$ cat src/rtl/opcode_decoder.sv
// Fetch-side opcode decoder: accepts an opcode byte plus up to two operand bytes,
// decodes the 6502-style addressing mode and hands the instruction to execute.
module opcode_decoder (
  input  logic        clk,
  input  logic        rst_n,
  input  logic [7:0]  data_in,
  input  logic        data_valid,
  input  logic        exec_done,
  output logic        fetch_req,
  output logic [7:0]  instruction,
  output logic [15:0] operand,
  output logic        immediate,
  output logic        absolute,
  output logic        zpg_absolute,
  output logic        implied,
  output logic        accumulator,
  output logic        abs_indexed_x,
  output logic        abs_indexed_y,
  output logic        zpg_indexed_x,
  output logic        zpg_indexed_y,
  output logic        indirect,
  output logic        indirect_x,
  output logic        indirect_y,
  output logic        relative,
  output logic        newinst
);

  typedef enum logic [2:0] {
    FETCH_OP,
    FETCH_LO,
    FETCH_HI,
    ISSUE,
    WAIT_EXEC
  } state_t;

  localparam int M_REL  = 0;
  localparam int M_INDY = 1;
  localparam int M_INDX = 2;
  localparam int M_IND  = 3;
  localparam int M_ZPGY = 4;
  localparam int M_ZPGX = 5;
  localparam int M_ABSY = 6;
  localparam int M_ABSX = 7;
  localparam int M_ACC  = 8;
  localparam int M_IMP  = 9;
  localparam int M_ZPG  = 10;
  localparam int M_ABS  = 11;
  localparam int M_IMM  = 12;

  state_t      state, next_state;
  logic [12:0] dec_modes;
  logic [12:0] mode_q;
  logic [2:0]  op_a, op_b;
  logic [1:0]  op_c;

  // Operand bytes that follow an opcode with the given addressing mode.
  function automatic logic [1:0] byte_count(input logic [12:0] m);
    if (m[M_ABS] | m[M_ABSX] | m[M_ABSY] | m[M_IND])
      return 2'd2;
    if (m[M_IMM] | m[M_ZPG] | m[M_ZPGX] | m[M_ZPGY] | m[M_INDX] | m[M_INDY] | m[M_REL])
      return 2'd1;
    return 2'd0;
  endfunction

  assign op_a = data_in[7:5];
  assign op_b = data_in[4:2];
  assign op_c = data_in[1:0];

  // Opcode grid decode on the incoming byte; it is only captured in FETCH_OP.
  always_comb begin
    dec_modes = '0;
    case (op_c)
      2'b01: begin
        case (op_b)
          3'd0: dec_modes[M_INDX] = 1'b1;
          3'd1: dec_modes[M_ZPG]  = 1'b1;
          3'd2: dec_modes[M_IMM]  = 1'b1;
          3'd3: dec_modes[M_ABS]  = 1'b1;
          3'd4: dec_modes[M_INDY] = 1'b1;
          3'd5: dec_modes[M_ZPGX] = 1'b1;
          3'd6: dec_modes[M_ABSY] = 1'b1;
          3'd7: dec_modes[M_ABSX] = 1'b1;
          default: ;
        endcase
      end
      2'b10: begin
        case (op_b)
          3'd0: if (op_a == 3'd5) dec_modes[M_IMM] = 1'b1;
          3'd1: dec_modes[M_ZPG] = 1'b1;
          3'd2: begin
            if (op_a < 3'd4) dec_modes[M_ACC] = 1'b1;
            else             dec_modes[M_IMP] = 1'b1;
          end
          3'd3: dec_modes[M_ABS] = 1'b1;
          3'd5: begin
            if (op_a == 3'd4 || op_a == 3'd5) dec_modes[M_ZPGY] = 1'b1;
            else                              dec_modes[M_ZPGX] = 1'b1;
          end
          3'd6: if (op_a == 3'd4 || op_a == 3'd5) dec_modes[M_IMP] = 1'b1;
          3'd7: begin
            if (op_a == 3'd5)      dec_modes[M_ABSY] = 1'b1;
            else if (op_a != 3'd4) dec_modes[M_ABSX] = 1'b1;
          end
          default: ;
        endcase
      end
      2'b00: begin
        case (op_b)
          3'd0: begin
            case (op_a)
              3'd0, 3'd2, 3'd3: dec_modes[M_IMP] = 1'b1;
              3'd1:             dec_modes[M_ABS] = 1'b1;
              3'd5, 3'd6, 3'd7: dec_modes[M_IMM] = 1'b1;
              default: ;
            endcase
          end
          3'd1: if (op_a != 3'd0 && op_a != 3'd2 && op_a != 3'd3) dec_modes[M_ZPG] = 1'b1;
          3'd2, 3'd6: dec_modes[M_IMP] = 1'b1;
          3'd3: begin
            if (op_a == 3'd3)      dec_modes[M_IND] = 1'b1;
            else if (op_a != 3'd0) dec_modes[M_ABS] = 1'b1;
          end
          3'd4: dec_modes[M_REL] = 1'b1;
          3'd5: if (op_a == 3'd4 || op_a == 3'd5) dec_modes[M_ZPGX] = 1'b1;
          3'd7: if (op_a == 3'd5) dec_modes[M_ABSX] = 1'b1;
          default: ;
        endcase
      end
      default: ;
    endcase
  end

  always_ff @(posedge clk or negedge rst_n) begin
    if (!rst_n) state <= FETCH_OP;
    else        state <= next_state;
  end

  // FETCH_LO consults the latched modes, FETCH_OP the byte being accepted.
  always_comb begin
    next_state = state;
    fetch_req  = 1'b0;
    newinst    = 1'b0;
    case (state)
      FETCH_OP: begin
        fetch_req = 1'b1;
        if (data_valid)
          next_state = (byte_count(dec_modes) == 2'd0) ? ISSUE : FETCH_LO;
      end
      FETCH_LO: begin
        fetch_req = 1'b1;
        if (data_valid)
          next_state = (byte_count(mode_q) == 2'd2) ? FETCH_HI : ISSUE;
      end
      FETCH_HI: begin
        fetch_req = 1'b1;
        if (data_valid) next_state = ISSUE;
      end
      ISSUE: begin
        newinst    = 1'b1;
        next_state = WAIT_EXEC;
      end
      WAIT_EXEC: begin
        if (exec_done) next_state = FETCH_OP;
      end
      default: next_state = FETCH_OP;
    endcase
  end

  always_ff @(posedge clk or negedge rst_n) begin
    if (!rst_n) begin
      instruction <= 8'h00;
      operand     <= 16'h0000;
      mode_q      <= '0;
    end else if (data_valid) begin
      case (state)
        FETCH_OP: begin
          instruction <= data_in;
          mode_q      <= dec_modes;
          operand     <= 16'h0000;
        end
        FETCH_LO: operand[7:0]  <= data_in;
        FETCH_HI: operand[15:8] <= data_in;
        default: ;
      endcase
    end
  end

  assign immediate     = mode_q[M_IMM];
  assign absolute      = mode_q[M_ABS];
  assign zpg_absolute  = mode_q[M_ZPG];
  assign implied       = mode_q[M_IMP];
  assign accumulator   = mode_q[M_ACC];
  assign abs_indexed_x = mode_q[M_ABSX];
  assign abs_indexed_y = mode_q[M_ABSY];
  assign zpg_indexed_x = mode_q[M_ZPGX];
  assign zpg_indexed_y = mode_q[M_ZPGY];
  assign indirect      = mode_q[M_IND];
  assign indirect_x    = mode_q[M_INDX];
  assign indirect_y    = mode_q[M_INDY];
  assign relative      = mode_q[M_REL];

endmodule

$ cat config.mk
export PLATFORM = sky130hd
export DESIGN_NAME = opcode_decoder
export DESIGN_NICKNAME = d
export VERILOG_FILES = /design/src/rtl/opcode_decoder.sv
export SDC_FILE = /design/constraint.sdc
export NUM_CORES = 1
export LEC_CHECK = 0
export ABC_CLOCK_PERIOD_IN_PS = 1600
export CORE_UTILIZATION = 44
export DETAILED_ROUTE_END_ITERATION = 7
export PLACE_DENSITY = 0.72
export SYNTH_ARGS = -nofsm -noshare
export SYNTH_HDL_FRONTEND = slang
export SYNTH_SLANG_ARGS = --single-unit
$ cat constraint.sdc
create_clock -name clk -period 1.6 [get_ports clk]
set_input_delay 0.16 -clock clk [delete_from_list [all_inputs] [get_ports clk]]
set_output_delay 0.16 -clock clk [all_outputs]
set_load 0.005 [all_outputs]
* After elaboration in Yosys (flattened, before gate mapping)
Cells that the tools add are included.
** Word-level totals
- Bits in registers :: 40
- Input bits :: 12
- Output and inout port bits :: 39
** Cells by class
- Magnitude comparators :: 1
- Eq/ne operators :: 28
- Multiplexer cells :: 81
- Bitwise logic cells :: 18
- Reductions and logical operators :: 19
** Operators with widths (number)
- two-way mux 1 bit :: 50
- two-way mux 2 bit :: 16
- one-hot mux 8 bit (2 select lines) :: 2
- == test 3 bit (second input constant) :: 9
- == test 3 x 2 -> 1 bit (second input constant) :: 6
- bitwise OR 1 bit :: 18
- one-hot mux 3 bit (5 select lines) :: 1
- two-way mux 3 bit :: 4
- one-hot mux 1 bit (2 select lines) :: 5
- == test 3 x 1 -> 1 bit (second input constant) :: 3
- zero test 3 bit :: 3
- one-hot mux 3 bit (3 select lines) :: 1
- OR reduction 3 bit :: 3
- != test 2 bit (second input constant) :: 4
- != test 3 x 2 -> 1 bit (second input constant) :: 2
- one-hot mux 1 bit (3 select lines) :: 2
- AND reduction 2 bit :: 3
- == test 2 bit (second input constant) :: 2
- zero test 2 bit :: 2
- AND reduction 4 bit :: 1
- nonzero test 2 bit :: 2
- < comparator 3 bit (second input constant) :: 1
- != test 3 bit (second input constant) :: 1
- nonzero test 3 bit :: 1
- other kinds (4) :: 5

* Depth between registers and ports, before layout
Gate-level depths: netlist (run 1).
- Depth after elaboration :: 24
- Gate-level depth with buffers :: 8
- Depth with buffers taken out :: 7

* Worst setup path before layout (run 1)
No wires, ideal clock.
- Path type :: register to register
- Start point :: reg state[2]
- End point :: reg mode_q[2]
- Setup time :: 0.133 ns
- Arrival time :: 1.570 ns
- Slack :: -0.104 ns
- Stages on the path, launching flop included :: 9
- Path through :: dfrtp_1 buf_6 or3b_1 buf_2 or2_1 buf_6 buf_6 nand2_1 o31ai_2
** Between the ends
- Cells in the longest elaborated chain, start to end :: 2
** Ends and longest elaborated chain
- start: declaration :: line 50 : state_t state, next_state;
- start signal: assignment :: line 135 : else state <= next_state;
- zero test 3 bit :: line 175 : case (state)
- AND reduction 2 bit (no line)
- end signal: assignment :: line 178 : mode_q <= dec_modes;
- end: declaration :: line 52 : logic [12:0] mode_q;
No other way between the ends.
A chain may end at the register's enable or synchronous reset.

* Final worst setup path (run 1)
- Start point :: reg state[0]
- End point :: reg mode_q[12]
Same word-level chain as after synthesis.

==> flow_metrics.env, run 1 <==
export IMPL_path_cells="or3b_1, or2_4, buf_12, o31ai_2"
export IMPL_rows=24
export IMPL_coreArea_sq_mm=0.00441
export IMPL_fmax_mhz=654
export IMPL_ys_top_cells_by_area="dfrtp_1 49%, nand2_1 13%, o21ai_0 5.2%, o21ai_2 4.3%, ha_1 2.5%"
export IMPL_drive_gt1_share_pct=33.1
export IMPL_clkLatencyLatePin_ns=0.30
export IMPL_post_place_ws_ns=-0.459
export IMPL_cts_clk_slew_worst_paths_ns=0.08
export IMPL_timing_final_crit_share_pct=95.6
export IMPL_drt_wirelength_per_cell_um=14.6
export IMPL_syn_nets=245
export IMPL_synth_flop_cell="dfrtp_1"
export IMPL_min_path_cells=4
export IMPL_ys_seq_area_share_pct=49.2
export IMPL_detail_route_antenna_nets=0
export IMPL_whs_endpoint="operand[0]"
export IMPL_end_kind="flip-flop"
export IMPL_area_growth_pct=57.5
export IMPL_ios=51
export IMPL_status="complete, no violations"
export IMPL_finalSetupViolCount=0
export IMPL_p_per_area_mw_per_mm2=1430
export IMPL_cellLeakagePower_nw=1.49
export IMPL_crit_arrival_ns=1.74
export IMPL_diodes=0
export IMPL_hold_path_class="input port to flip-flop"
export IMPL_synth_common_cells="72 x nand2_1, 40 x dfrtp_1, 21 x o21ai_0"
export IMPL_antenna_found_initial=0
export IMPL_gr_usage_all_layers_pct=24.1
export IMPL_timing_rr_start="state[0]"
export IMPL_cts_buffers_inserted=5
export IMPL_tightestPinTransition_ns=0.436
export IMPL_viasPerCell=5.10
export IMPL_avgSynthCellArea_sq_um=8.88
export IMPL_final_max_slew_violation_count=0
export IMPL_dr_first_iter_drc_count=123
export IMPL_tritoncts="built"
export IMPL_grt_pass1_vias=1932
export IMPL_grt_max_degree=24
export IMPL_hold_start="data_in[0]"
export IMPL_post_synth_top_count_cell="nand2_1"
export IMPL_dp_hpwl_um=4170
export IMPL_fp_dieH_um=70
export IMPL_skew_ns=0.00512
export IMPL_drt_total_wl_um=5550
export IMPL_synth_area_sq_mm=0.00203
export IMPL_r2r_end="mode_q[12]"
export IMPL_dieArea_sq_mm=0.00490
export IMPL_r2r_cells=4
export IMPL_r2r_slack_ns=0.07
export IMPL_crit_required_ns=1.81
export IMPL_grt_first_pass_wirelength_um=9100
export IMPL_layout_setup_ws_ns=0.0708
export IMPL_synth_cells=229
export IMPL_ys_ff_latch=40
export IMPL_cp_max_fo=17
export IMPL_start_kind="flip-flop"
export IMPL_min_period_ns=1.53
export IMPL_dr_pass1_iters=4
export IMPL_cp_slowest_cell="or3b_1"
export IMPL_htree_levels=2
export IMPL_yosysUniqueCellTypes=36
export IMPL_async_flop_share_pct=100
export IMPL_cts_sinks=40
export IMPL_yosysWarnings=0
export IMPL_globalplace_congestion=0.927
export IMPL_rsz0062_at_grt="false"
export IMPL_synth_top_area_share_pct=49.2
export IMPL_drv_cap=0
export IMPL_num_vias=1945
export IMPL_hold_viol=0
export IMPL_slew_headroom_pct=70.9
export IMPL_cpPeakStageDelay_ns=0.40
export IMPL_synth_edff_count=0
export IMPL_root_buffer="clkbuf_8"
export IMPL_grt_overflow=0
export IMPL_cts_max_path_buffers=2
export IMPL_ir_drop_mv=1.12
export IMPL_fin_nets=344
export IMPL_crit_type="flip-flop to flip-flop"
export IMPL_holdWs_ns=0.320
export IMPL_yosysTopAreaCell="dfrtp_1"
export IMPL_port_buffers=50
export IMPL_fp_dieW_um=70
export IMPL_drc=0
export IMPL_start_util_pct=46.1
==> stage by stage <==
stage | power (mW) | cells | utilization (%) | area [sq um] | TNS, ns
after detailed placement | 3.55 | 368 | 66.4 | 2930 | -4.26
final | 4.59 | 381 | 72.6 | 3200 | 0
after global routing | 4.90 | 381 | 72.6 | 3200 | 0
after CTS | 4.57 | 381 | 71.0 | 3130 | -0.00599
after floorplan | 2.50 | 229 | - | 2060 | -1.20
after global placement | 3.51 | 368 | 66.4 | 2930 | -3.66
==> cell usage in the layout (no fill, tap or decap), types with 2 or more instances in the layout <==
cell,netlist,layout
o21ai_2,10,10
dfrtp_1,40,39
buf_4,0,54
clkdlybuf4s50_1,0,44
inv_1,4,3
nor2b_1,6,3
nor2_1,8,8
buf_12,0,2
ha_4,0,2
nand2b_1,4,4
buf_6,4,2
nand2_1,72,64
dlygate4sd2_1,0,3
a21oi_2,0,2
o21ai_0,21,19
nor3_1,6,2
nor2b_4,0,2
clkbuf_8,0,7
a21oi_1,7,5
nor3_2,0,4
nand3_1,3,3
nand4b_1,2,2
o21ai_1,0,2
o31ai_2,2,2
nand2_2,1,9
dlymetal6s2s_1,0,2
nand4_1,4,4
==> what timing repair did <==
| action | CTS | global route |
|---|---|---|
| endpoints found under the setup margin | 3 | 5 |
| pin swaps | 0 | 4 |
| cloned | 0 | 0 |
| resized for setup | 16 | 16 |
| hold buffers | 1 | 0 |
| endpoints found under the hold margin | 17 | 0 |
| buffers inserted | 4 | 1 |
==> state kept, by name, indices dropped and copies added (netlist names) <==
register	flops
state	3
mode_q	13
instruction	8
operand	16
==> worst max-delay path: cells and delay by family, from the launching register on <==
kind | cells | cell delay, ns
compound gates | 1 | 0.23
buf+inv | 1 | 0.16
flops | 1 | 0.39
simple gates | 2 | 0.66
==> routing by layer <==
metal  GRT usage [%]  wire length (um)  vias up  share of wire [%]
met4            8.44                70        0                1.3
met1            32.6              2430      915                 44
li1                -                 -      965                  -
met5               0                 0        -                  0
met3            5.63               296        5                5.3
met2            38.0              2750       60                 50
==> kinds of logic (layout without fill, tap and decap cells) <==
kind of cell,Yosys count,count (layout),synth area share (%)
adder cells (fa/ha/maj),4,4,2.46
multiplexers,2,2,1.05
AND/OR/NAND/NOR,116,116,26.1
AO/OA/AOI/OAI,46,46,14.9
buffers and inverters,21,121,6.27
flip-flops,40,40,49.2
==> where the power goes <==
| part | total, mW | leakage, nW | internal [mW] | switching [mW] |
|---|---|---|---|---|
| Combinational | 2.12 | 0.898 | 1.18 | 0.939 |
| Sequential | 1.56 | 0.526 | 1.36 | 0.199 |
| Clock | 0.912 | 0.0645 | 0.551 | 0.362 |
| Total | 4.59 | 1.49 | 3.09 | 1.50 |
==> layout make-up <==
class | count | area, sq um
Fill cell | 363 | 1210
Tap cell | 52 | 65.1
Sequential cell | 40 | 1000
Multi-Input combinational cell | 168 | 1020
Inverter | 4 | 15.0
Timing Repair Buffer | 109 | 975
Clock buffer | 7 | 96.3
Clock inverter | 1 | 30.0
==> worst max path at each step <==
stage          startpoint          to  slack [ns]  depth (start not counted)
3_5_place_dp   data_in[0]    state[1]       -0.46                          8
4_1_cts        data_in[0]    state[1]      -0.006                          9
6_report         state[0]  mode_q[12]        0.07                          4
3_3_place_gp   data_in[1]    state[1]       -0.42                          8
2_1_floorplan    state[2]   mode_q[2]       -0.07                          8
5_1_grt          state[0]   mode_q[2]       0.006                          4
(Power assumes the default switching activity.)
==> run 2: changes to the inputs <==
--- a/config.mk
+++ b/config.mk
@@ -8,7 +8,7 @@
 export ABC_CLOCK_PERIOD_IN_PS = 1600
 export CORE_UTILIZATION = 44
 export DETAILED_ROUTE_END_ITERATION = 7
-export PLACE_DENSITY = 0.72
+export PLACE_DENSITY = 0.73
 export SYNTH_ARGS = -nofsm -noshare
 export SYNTH_HDL_FRONTEND = slang
 export SYNTH_SLANG_ARGS = --single-unit
==> flow_metrics.env, run 2 (synthesis results as in run 1) <==
export IMPL_cts_max_path_buffers=2
export IMPL_grt_overflow=0
export IMPL_crit_arrival_ns=1.75
export IMPL_whs_endpoint="operand[0]"
export IMPL_end_kind="flip-flop"
export IMPL_multi_input_area_sq_mm=0.00101
export IMPL_fp_dieW_um=70
export IMPL_reg_top3="operand x16, mode_q x13, instruction x8"
export IMPL_final_cell_count_no_fill=380
export IMPL_diodes=0
export IMPL_dr_pass1_iters=4
export IMPL_largest_register_ffs=16
export IMPL_hold_start="data_in[0]"
export IMPL_antenna_found_initial=0
export IMPL_ios=51
export IMPL_post_place_ws_ns=-0.471
export IMPL_cp_max_fo=17
export IMPL_p_per_area_mw_per_mm2=1430
export IMPL_timing_final_crit_share_pct=96.5
export IMPL_tritoncts="built"
export IMPL_start_util_pct=46.1
export IMPL_final_max_slew_violation_count=0
export IMPL_crit_type="flip-flop to flip-flop"
export IMPL_ir_drop_mv=0.849
export IMPL_dr_first_iter_drc_count=90
export IMPL_timing_rr_start="state[0]"
export IMPL_clkLatencyLatePin_ns=0.30
export IMPL_drt_wirelength_per_cell_um=15.0
export IMPL_num_fill_cells=350
export IMPL_crit_required_ns=1.81
export IMPL_ff_latch_area_sq_mm=0.00100
export IMPL_hold_path_class="input port to flip-flop"
export IMPL_regMostFlops="operand"
export IMPL_skew_ns=0.00553
export IMPL_port_buffers=50
export IMPL_cts_buffers_inserted=5
export IMPL_dp_cells=367
export IMPL_viasPerCell=5.10
export IMPL_dp_hpwl_um=4130
export IMPL_slew_headroom_pct=65.4
export IMPL_min_period_ns=1.54
export IMPL_p_switching_mw=1.50
export IMPL_clockPowerShare_pct=20.2
export IMPL_drive_gt1_share_pct=32.3
export IMPL_drv_cap=0
export IMPL_coreArea_sq_mm=0.00441
export IMPL_gr_usage_all_layers_pct=25.2
export IMPL_pwr_share_comb_pct=45.6
export IMPL_final_common_cell="nand2_1"
export IMPL_r2r_slack_ns=0.06
export IMPL_fp_dieH_um=70
export IMPL_globalplace_congestion=0.888
export IMPL_cellLeakagePower_nw=1.49
export IMPL_rows=24
export IMPL_cts_clk_slew_worst_paths_ns=0.08
export IMPL_p_sw_share_pct=32.9
export IMPL_r2r_cells=4
export IMPL_drc=0
export IMPL_htree_levels=2
export IMPL_cts_sinks=40
export IMPL_layout_common_cells="64 x nand2_1, 54 x buf_4, 42 x clkdlybuf4s50_1, 39 x dfrtp_1, 19 x o21ai_0"
export IMPL_drt_total_wl_um=5710
export IMPL_dieArea_sq_mm=0.00490
export IMPL_hold_viol=0
export IMPL_layout_setup_ws_ns=0.0556
export IMPL_root_buffer="clkbuf_8"
export IMPL_grt_first_pass_wirelength_um=9630
export IMPL_critPathLaunch="state[0]"
export IMPL_grt_pass1_vias=2003
export IMPL_tightestPinTransition_ns=0.519
export IMPL_seq_power_share_pct=34.2
export IMPL_fin_nets=343
export IMPL_r2r_end="mode_q[12]"
export IMPL_finalSetupViolCount=0
export IMPL_min_path_cells=4
export IMPL_grt_max_degree=41
export IMPL_fmax_mhz=648
export IMPL_start_kind="flip-flop"
export IMPL_area_growth_pct=56.5
export IMPL_num_vias=1937
export IMPL_status="complete, no violations"
export IMPL_p_int_mw=3.05
export IMPL_detail_route_antenna_nets=0
## run 2: changes by cell type in the layout (fill, tap and decap cells not counted), moves of 2 or more
cell / previous run / this run
dlymetal6s2s_1: 2 / 4
clkdlybuf4s50_1: 44 / 42
nor3_2: 4 / 2
nor2b_4: 2 / 0
## run 2: critical path: stages (launching register included)
cell     delay (ns)
dfrtp_1        0.39
or3b_1         0.43
or2_4          0.27
buf_12         0.15
o31ai_2        0.22
## run 2: per-layer routing
metal	track usage [%]	up-vias	part of all wire (%)
met1	34.1	916	46
met3	5.34	13	2.8
met2	40.4	43	50
li1	-	965	-
met5	0	-	0
met4	7.78	0	1.5
## run 2: stage by stage
| step | hold slack (ns) | total power, mW | utilization, % | TNS (ns) | instance area (sq um) |
|---|---|---|---|---|---|
| global placement | 0.245 | 3.49 | 65.9 | -3.74 | 2910 |
| finish | 0.298 | 4.55 | 72.1 | 0 | 3180 |
| detailed placement | 0.255 | 3.55 | 65.9 | -4.10 | 2910 |
| floorplan | -0.136 | 2.50 | - | -1.20 | 2060 |
| global route | 0.305 | 4.86 | 72.1 | -0.0108 | 3180 |
| CTS | 0.420 | 4.54 | 70.1 | 0 | 3090 |
## run 2: area by class of cell
cell class	count	area share [%]
Sequential cell	40	31.5
Inverter	4	0.472
Tap cell	52	2.04
Clock inverter	1	0.943
Timing Repair Buffer	108	30.1
Clock buffer	7	3.03
Multi-Input combinational cell	168	31.9
## run 2: worst max-delay path by stage
stage                     slack (ns)  cells past startpoint    endpoint
after floorplan                -0.07                      8   mode_q[2]
after global placement         -0.36                      8    state[1]
after detailed placement       -0.47                      8    state[1]
after CTS                      0.007                      6    state[1]
after global routing           -0.01                      7    state[1]
final                           0.06                      4  mode_q[12]
## run 2: power by group through the flow
stage,clock network [mW],logic [mW],registers [mW]
finish,0.920,2.08,1.56
floorplan,0,0.904,1.60
detailed placement,0,1.95,1.60
global placement,0,1.91,1.58
global route,0.965,2.30,1.59
CTS,0.935,2.04,1.56
## run 2: what timing repair did
| item | CTS | global route |
|---|---|---|
| gates resized for setup | 12 | 20 |
| cloned | 0 | 0 |
| setup buffers | 3 | 1 |
| endpoints found under the hold margin | 40 | 0 |
| hold buffers | 1 | 0 |
| endpoints found under the setup margin | 4 | 10 |
==> run 3: changes to the inputs <==
--- a/config.mk
+++ b/config.mk
@@ -12,3 +12,4 @@
 export SYNTH_ARGS = -nofsm -noshare
 export SYNTH_HDL_FRONTEND = slang
 export SYNTH_SLANG_ARGS = --single-unit
+export TNS_END_PERCENT = 100
==> results of run 3 <==
No change in the layout: final DEF, timing and power equal those of run 2.
